$ cat src/rtl/regmux_merge2_pkg.sv
// Shared constants and grant helper for the two-lane RSA merge.
// Lane indices, default widths and the round-robin pick.
package regmux_merge2_pkg;

  localparam int RSA_DW_DEF     = 16;
  localparam int FIFO_DEPTH_DEF = 4;

  localparam logic LANE0 = 1'b0;
  localparam logic LANE1 = 1'b1;

  typedef struct packed {
    logic vld;
    logic lane;
  } grant_t;

  // Round-robin pick: rr breaks the tie only when both lanes hold data.
  function automatic grant_t rr_pick(
    input logic ne0,
    input logic ne1,
    input logic rr
  );
    grant_t g;
    g = '{vld: 1'b0, lane: LANE0};
    unique case (1'b1)
      (ne0 && ne1):  g = '{vld: 1'b1, lane: rr};
      (ne0 && !ne1): g = '{vld: 1'b1, lane: LANE0};
      (!ne0 && ne1): g = '{vld: 1'b1, lane: LANE1};
      default:       g = '{vld: 1'b0, lane: LANE0};
    endcase
    return g;
  endfunction

endpackage

$ cat src/rtl/rsa_sync_fifo.sv
// Per-lane synchronous FIFO with show-ahead head word.
// Extra pointer MSB distinguishes full from empty.
module rsa_sync_fifo #(
  parameter int RSA_DW     = 16,
  parameter int FIFO_DEPTH = 4
) (
  input  logic              clk,
  input  logic              sys_rst,
  input  logic              flush,
  input  logic              wr_en,
  input  logic [RSA_DW-1:0] wr_data,
  input  logic              rd_en,
  output logic [RSA_DW-1:0] rd_data,
  output logic              full,
  output logic              empty
);

  localparam int AW = $clog2(FIFO_DEPTH);

  logic [RSA_DW-1:0] mem [FIFO_DEPTH];
  logic [AW:0]       wp;
  logic [AW:0]       rp;
  logic              do_wr;
  logic              do_rd;

  assign full  = (wp[AW] != rp[AW]) &&
                 (wp[AW-1:0] == rp[AW-1:0]);
  assign empty = (wp == rp);
  assign do_wr = wr_en && !full;
  assign do_rd = rd_en && !empty;

  assign rd_data = mem[rp[AW-1:0]];

  // Pointer update; reset and flush both empty the queue.
  always_ff @(posedge clk) begin
    if (sys_rst || flush) begin
      wp <= '0;
      rp <= '0;
    end else begin
      if (do_wr) wp <= wp + 1'b1;
      if (do_rd) rp <= rp + 1'b1;
    end
  end

  // Storage write; contents need no reset.
  always_ff @(posedge clk) begin
    if (do_wr) mem[wp[AW-1:0]] <= wr_data;
  end

endmodule

$ cat src/rtl/regmux_merge2.sv
// Merges two RSA lane streams into one registered output.
// Fixed-lane or round-robin grant, source lane tagged.
module regmux_merge2
  import regmux_merge2_pkg::*;
#(
  parameter int RSA_DW     = RSA_DW_DEF,
  parameter int FIFO_DEPTH = FIFO_DEPTH_DEF
) (
  input  logic              clk,
  input  logic              sys_rst,
  input  logic              en,
  input  logic              mode,
  input  logic              sel,
  input  logic [RSA_DW-1:0] din_0,
  input  logic              din_0_valid,
  output logic              din_0_ready,
  input  logic [RSA_DW-1:0] din_1,
  input  logic              din_1_valid,
  output logic              din_1_ready,
  output logic [RSA_DW-1:0] dout,
  output logic              dout_src,
  output logic              dout_valid,
  input  logic              dout_ready
);

  logic              flush;
  logic              live;
  logic              full0;
  logic              full1;
  logic              empty0;
  logic              empty1;
  logic [RSA_DW-1:0] head0;
  logic [RSA_DW-1:0] head1;
  logic              push0;
  logic              push1;
  logic              pop0;
  logic              pop1;
  logic              load_ok;
  logic              load;
  logic              rr;
  grant_t            gnt;

  assign flush = !en;
  assign live  = en && !sys_rst;

  assign din_0_ready = live && !full0;
  assign din_1_ready = live && !full1;

  assign push0 = din_0_valid && din_0_ready;
  assign push1 = din_1_valid && din_1_ready;

  assign load_ok = !dout_valid || dout_ready;
  assign load    = live && load_ok && gnt.vld;

  assign pop0 = load && (gnt.lane == LANE0);
  assign pop1 = load && (gnt.lane == LANE1);

  // Grant: fixed lane in mode 0, alternating in mode 1.
  always_comb begin
    gnt = '{vld: 1'b0, lane: LANE0};
    if (!mode) begin
      gnt.lane = sel;
      gnt.vld  = sel ? !empty1 : !empty0;
    end else begin
      gnt = rr_pick(!empty0, !empty1, rr);
    end
  end

  rsa_sync_fifo #(
    .RSA_DW     (RSA_DW),
    .FIFO_DEPTH (FIFO_DEPTH)
  ) u_fifo0 (
    .clk     (clk),
    .sys_rst (sys_rst),
    .flush   (flush),
    .wr_en   (push0),
    .wr_data (din_0),
    .rd_en   (pop0),
    .rd_data (head0),
    .full    (full0),
    .empty   (empty0)
  );

  rsa_sync_fifo #(
    .RSA_DW     (RSA_DW),
    .FIFO_DEPTH (FIFO_DEPTH)
  ) u_fifo1 (
    .clk     (clk),
    .sys_rst (sys_rst),
    .flush   (flush),
    .wr_en   (push1),
    .wr_data (din_1),
    .rd_en   (pop1),
    .rd_data (head1),
    .full    (full1),
    .empty   (empty1)
  );

  // Round-robin pointer points away from the lane just served.
  always_ff @(posedge clk) begin
    if (sys_rst || !en) begin
      rr <= LANE0;
    end else if (mode && load) begin
      rr <= ~gnt.lane;
    end
  end

  // Output register: load on grant, drop valid when drained.
  always_ff @(posedge clk) begin
    if (sys_rst || !en) begin
      dout       <= '0;
      dout_src   <= LANE0;
      dout_valid <= 1'b0;
    end else if (load_ok) begin
      if (gnt.vld) begin
        dout       <= (gnt.lane == LANE1) ? head1 : head0;
        dout_src   <= gnt.lane;
        dout_valid <= 1'b1;
      end else begin
        dout_valid <= 1'b0;
      end
    end
  end

endmodule

$ cat config.mk
export PLATFORM = sky130hd
export DESIGN_NAME = regmux_merge2
export DESIGN_NICKNAME = d
export VERILOG_FILES = /design/src/rtl/regmux_merge2_pkg.sv /design/src/rtl/rsa_sync_fifo.sv /design/src/rtl/regmux_merge2.sv
export SDC_FILE = /design/constraint.sdc
export NUM_CORES = 1
export LEC_CHECK = 0
export ABC_AREA = 1
export BUFFER_PORTS_ARGS = -buffer_cell sky130_fd_sc_hd__buf_2
export CORE_ASPECT_RATIO = 1.1
export CORE_MARGIN = 2
export CORE_UTILIZATION = 63
export CTS_BUF_LIST = sky130_fd_sc_hd__clkbuf_8 sky130_fd_sc_hd__clkbuf_16
export CTS_CLUSTER_SIZE = 28
export DETAILED_ROUTE_END_ITERATION = 8
export GPL_TIMING_DRIVEN = 0
export PLACE_DENSITY_LB_ADDON = 0.1
export SLEW_MARGIN = 40
export SYNTH_ARGS = -nofsm -noshare
export SYNTH_HDL_FRONTEND = slang
export SYNTH_SLANG_ARGS = --single-unit
export TNS_END_PERCENT = 20
$ cat constraint.sdc
create_clock -name clk -period 3.3 [get_ports clk]
set_input_delay 0.66 -clock clk [delete_from_list [all_inputs] [get_ports clk]]
set_output_delay 0.66 -clock clk [all_outputs]
set_load 0.02 [all_outputs]
# After elaboration in Yosys (flattened, before gate mapping)
# Memories as Yosys holds them, arrays and structs flattened. A register that Yosys moved wholly into a read port is not among the register bits.
# Cells that the tools add are included.
# totals
ff_bits	31
ramBits	128
inputBits	40
output_inout_bits	20
memories	2
# memory_table
memory	words	word_bits	rd	rd_ports_with_merged_regs	wr	line_no	text
u_fifo0.mem	4	16	1	1	1	rsa_sync_fifo.sv:20	logic [RSA_DW-1:0] mem [FIFO_DEPTH];
u_fifo1.mem	4	16	1	1	1	rsa_sync_fifo.sv:20	
# op_classes
add_sub_neg	4
eq_ne	6
muxes	13
n_bitwise	1
n_reduce_logical	29
# ops
operator	count
1-bit logical AND	19
16-bit two-way mux	1
3-bit by 1-bit adder with 3-bit output (second input constant)	4
2-bit two-way mux	5
1-bit zero test	7
3-bit equality test	2
1-bit two-way mux	6
2-bit one-hot mux with 3 select lines	1
2-bit equality test	2
1-bit logical OR	2
1-bit != test	2
2-bit AND reduction	1
1-bit NOT	1

# Logic depth before layout (Yosys ltp)
# logic_depth
depth_word	10
depth_mapped	12
ltp_nobuf	12

# By module
# A second synthesis with hierarchy kept.
# unflattened
cells_unflattened	601
area_unflattened_um2	6751.5
# modules_own_cells
mod	instances	cells_per_inst	area_each_um2	seq_area_each_um2
rsa_sync_fifo	2	228	2834.0	2082.0
regmux_merge2	1	145	1083.5	380.4

# Least setup slack after synthesis
# No wires, ideal clock.
# synth_path
path_type	input-to-reg
startpoint	input port en
endpoint	memory u_fifo1.mem[3][0] (enable)
setup_ns	0.390
arrival_ns	2.125
required_ns	2.910
path_slack_ns	0.785
path_stages	7
cell_sequence	inv_1 nor2_1 buf_2 o21ai_1 inv_1 nand2_1 nor2_1
# synth_via
elab_chain_len	6
# synth_rtl
item	line_no	text
from (decl)	regmux_merge2.sv:11	input logic en,
1-bit logical AND	regmux_merge2.sv:44	assign live = en && !sys_rst;
1-bit logical AND	regmux_merge2.sv:47	assign din_1_ready = live && !full1;
named net din_1_ready	regmux_merge2.sv:19	output logic din_1_ready,
1-bit logical AND	regmux_merge2.sv:50	assign push1 = din_1_valid && din_1_ready;
1-bit logical AND	rsa_sync_fifo.sv:29	assign do_wr = wr_en && !full;
1-bit two-way mux	rsa_sync_fifo.sv:47	if (do_wr) mem[wp[AW-1:0]] <= wr_data;
1-bit two-way mux (not written as such)	rsa_sync_fifo.sv:47	
to (decl)	rsa_sync_fifo.sv:20	
# The timed path passes the listed nets, and every way through them passes these cells.

# Final worst setup path
# layout_path
startpoint	input port en
endpoint	output port din_0_ready
# layout_via
elab_chain_len	2
# layout_rtl
item	line_no	text
1-bit logical AND	regmux_merge2.sv:44	
1-bit logical AND	regmux_merge2.sv:46	assign din_0_ready = live && !full0;
to (decl)	regmux_merge2.sv:16	output logic din_0_ready,
# Every way passes these cells.

==> flow_summary.yaml <==
status:
  status: "completed"
timing:
  fin_setup_tns_ps: 0
  final-setup-viol-count: 0
  worst_slack_ps: 1190
  timing.fmax_ghz: 0.475
  relSlewSlack_pct: 61.9
  skew_ps: 8.08
  fin_crit_sh_pct: 63.8
  worst_slew_pin_slew_ps: 570
  min_period_ps: 2110
  rsz0062_at_grt: "no"
  finalHoldViolations: 0
  drv_slew: 0
routing:
  met3WireLength_um: 822
  wl_mm: 14.1
  wl_met1_mm: 5.61
  dr.max_layer_used: "met4"
  ant_nets: 0
  drt_first_iter_violations: 281
  drc_errors: 0
  wl_per_cell_um: 17.1
  route.met2.wl_mm: 7.39
  vias: 4578
  viasPerCell: 5.56
  first_pass_iters: 5
yosys:
  ys_top_cells_by_count: "nand2_1 (149), edfxtp_1 (128), nor2_1 (67)"
  synth_warnings: 0
  yosysMostFrequentCell: "nand2_1"
  synth_area_leaders: "edfxtp_1 (58%), dfxtp_1 (11%), nand2_1 (8.4%)"
  synthArstFlopShare_pct: 0
  synthFlopType: "edfxtp_1"
  synth_top_area_share_pct: 57.8
  syn_avg_cell_area_um2: 11.3
  synthCells: 590
  yosysTopAreaCell: "edfxtp_1"
  synth.distinct_cells: 26
  syn-num-nets: 640
  ys_seq_area_share_pct: 68.3
  synth_area_um2: 6660
  ys_seq_elements: 163
  synth_edf_count: 128
final_layout:
  fillers: 732
  multi_input_area_um2: 1880
  nets: 718
  drive_above_1_share_pct: 19.7
  n_antenna_cell: 0
  fin_cells: 823
  area_delta_synth_final_pct: 17.2
  post-route-util_pct: 75.4
  regArea_um2: 4540
placement:
  place_ws_ps: 764
  port_buffers: 59
  gp_congestion: 0.833
  placed_cells: 792
  hpwl_mm: 9.13
floorplan:
  die_h_um: 112
  chipWidth_um: 102
  coreArea_um2: 10300
  initial_core_util_pct: 64.3
  io_pins: 60
  die_area_um2: 11400
  core.rowCount: 39
clock_tree:
  cts.reportedPaths.clkPinSlew_ps: 60
  clockBufferDepth: 2
  hold_buffers: 0
  clk_latency_ps: 430
  cts_sinks: 163
  cts_tree: "yes"
  htreeDepth: 4
  cts_made_buffers: 17
  root_buffer: "clkbuf_16"
  cts_resized: 0
  cts_setup_buffers: 0
critical_path:
  cp_max_fo: 10
  critPathCapture: "din_0_ready"
  end_kind: "output port"
  required_ps: 2640
  crit_path_start: "en"
  r2r-start: "u_fifo1.wp[0]"
  worstSetupPathType: "in2out"
  r2r_slack_ps: 1270
  cp_data_arrival_time_ps: 1450
  critPathLaunchType: "primary input"
  rr_endpoint: "u_fifo1.mem[3][3]"
  reg2reg_depth: 8
grt:
  overflow: 0
  grt_max_degree: 18
  track_usage_pct: 25.7
  grt_pass1_vias: 4454
  grt_pass1_wl_mm: 21.7
  antenna_found_initial: 0
power_and_ir_drop:
  ir_worst_vdd_v: 0.000396
  power_density_nw_per_um2: 575
  p_leak_nw: 3.01
run:
  maxCapViolations: 0
min_path:
  hp-class: "in2reg"
  holdPathStages: 1
-- layout by cell type (no fill, tap or decap), types with 7 or more instances in the layout --
master / n
nand2_1: 149
edfxtp_1: 128
buf_2: 72
nor2_1: 59
a21oi_1: 40
dfxtp_1: 35
inv_1: 30
o21ai_1: 21
nand3_1: 20
clkbuf_16: 17
a32oi_1: 16
a32o_1: 16
clkbuf_1: 11
ha_1: 10
inv_2: 9
nor2_4: 8
o21ai_0: 7
-- report_power, final --
part	leakage, nW	internal (W)	switching (W)
logic	1.26	0.0000697	0.000129
clock network	0.308	0.00126	0.000779
registers	1.44	0.00224	0.0000108
total	3.01	0.00357	0.000919
-- metrics by stage --
stage / power (W) / cell area, um2 / hold WS [ps]
floorplan: 0.00241 / 6660 / 476
global placement: 0.00248 / 7130 / 458
detailed placement: 0.00249 / 7190 / 459
CTS: 0.00449 / 7800 / 438
global route: 0.00459 / 7800 / 446
finish: 0.00449 / 7800 / 445
-- worst max-delay path, cell delays in order --
cell     delay (ps)
buf_2            80
inv_1            30
nor2_1          100
buf_2           250
o21ai_1          90
inv_1            70
buf_2           160
-- routing by layer --
layer,vias to the layer above,global-route usage [%]
li1,2218,-
met4,0,10.8
met3,19,5.46
met1,2205,32.4
met2,136,42.9
met5,-,0
-- worst min path at each step --
stage             startpoint                 to  slack, ps
2_1_floorplan  u_fifo1.rp[2]      u_fifo1.rp[2]        480
3_3_place_gp        dout_src           dout_src        460
3_5_place_dp        dout_src           dout_src        460
4_1_cts             din_0[2]  u_fifo0.mem[0][2]        440
5_1_grt             din_1[4]  u_fifo1.mem[2][4]        450
6_report            din_0[2]  u_fifo0.mem[0][2]        450
-- cells by family (layout without fill, tap and decap cells) --
kind of cell | count (synthesis) | count (layout) | synth area share, %
and+or+nand+nor | 246 | 246 | 14.8
xor gates and xnor gates | 2 | 2 | 0.263
DFF | 163 | 163 | 68.3
AOI/OAI and AO/OA | 104 | 104 | 10.4
adders and majority gates | 10 | 10 | 1.88
buffers and inverters | 65 | 155 | 4.42
-- cell type report --
cell class	count	share of cell area [%]
inverter	36	1.73
buffer	29	2.04
timing repair buffer	59	3.78
multi-input combinational	362	24.1
tap	143	2.29
clock inverter	14	2.41
sequential	163	58.2
clock buffer	17	5.45
-- state kept, by name, indices dropped and copies added, names as in the netlist, named ones only --
register     cells
u_fifo0.mem     64
u_fifo1.wp       3
u_fifo1.rp       3
u_fifo1.mem     64
dout_src         1
dout_valid       1
u_fifo0.rp       3
rr               1
u_fifo0.wp       3
dout            16
(Power assumes the default switching activity.)
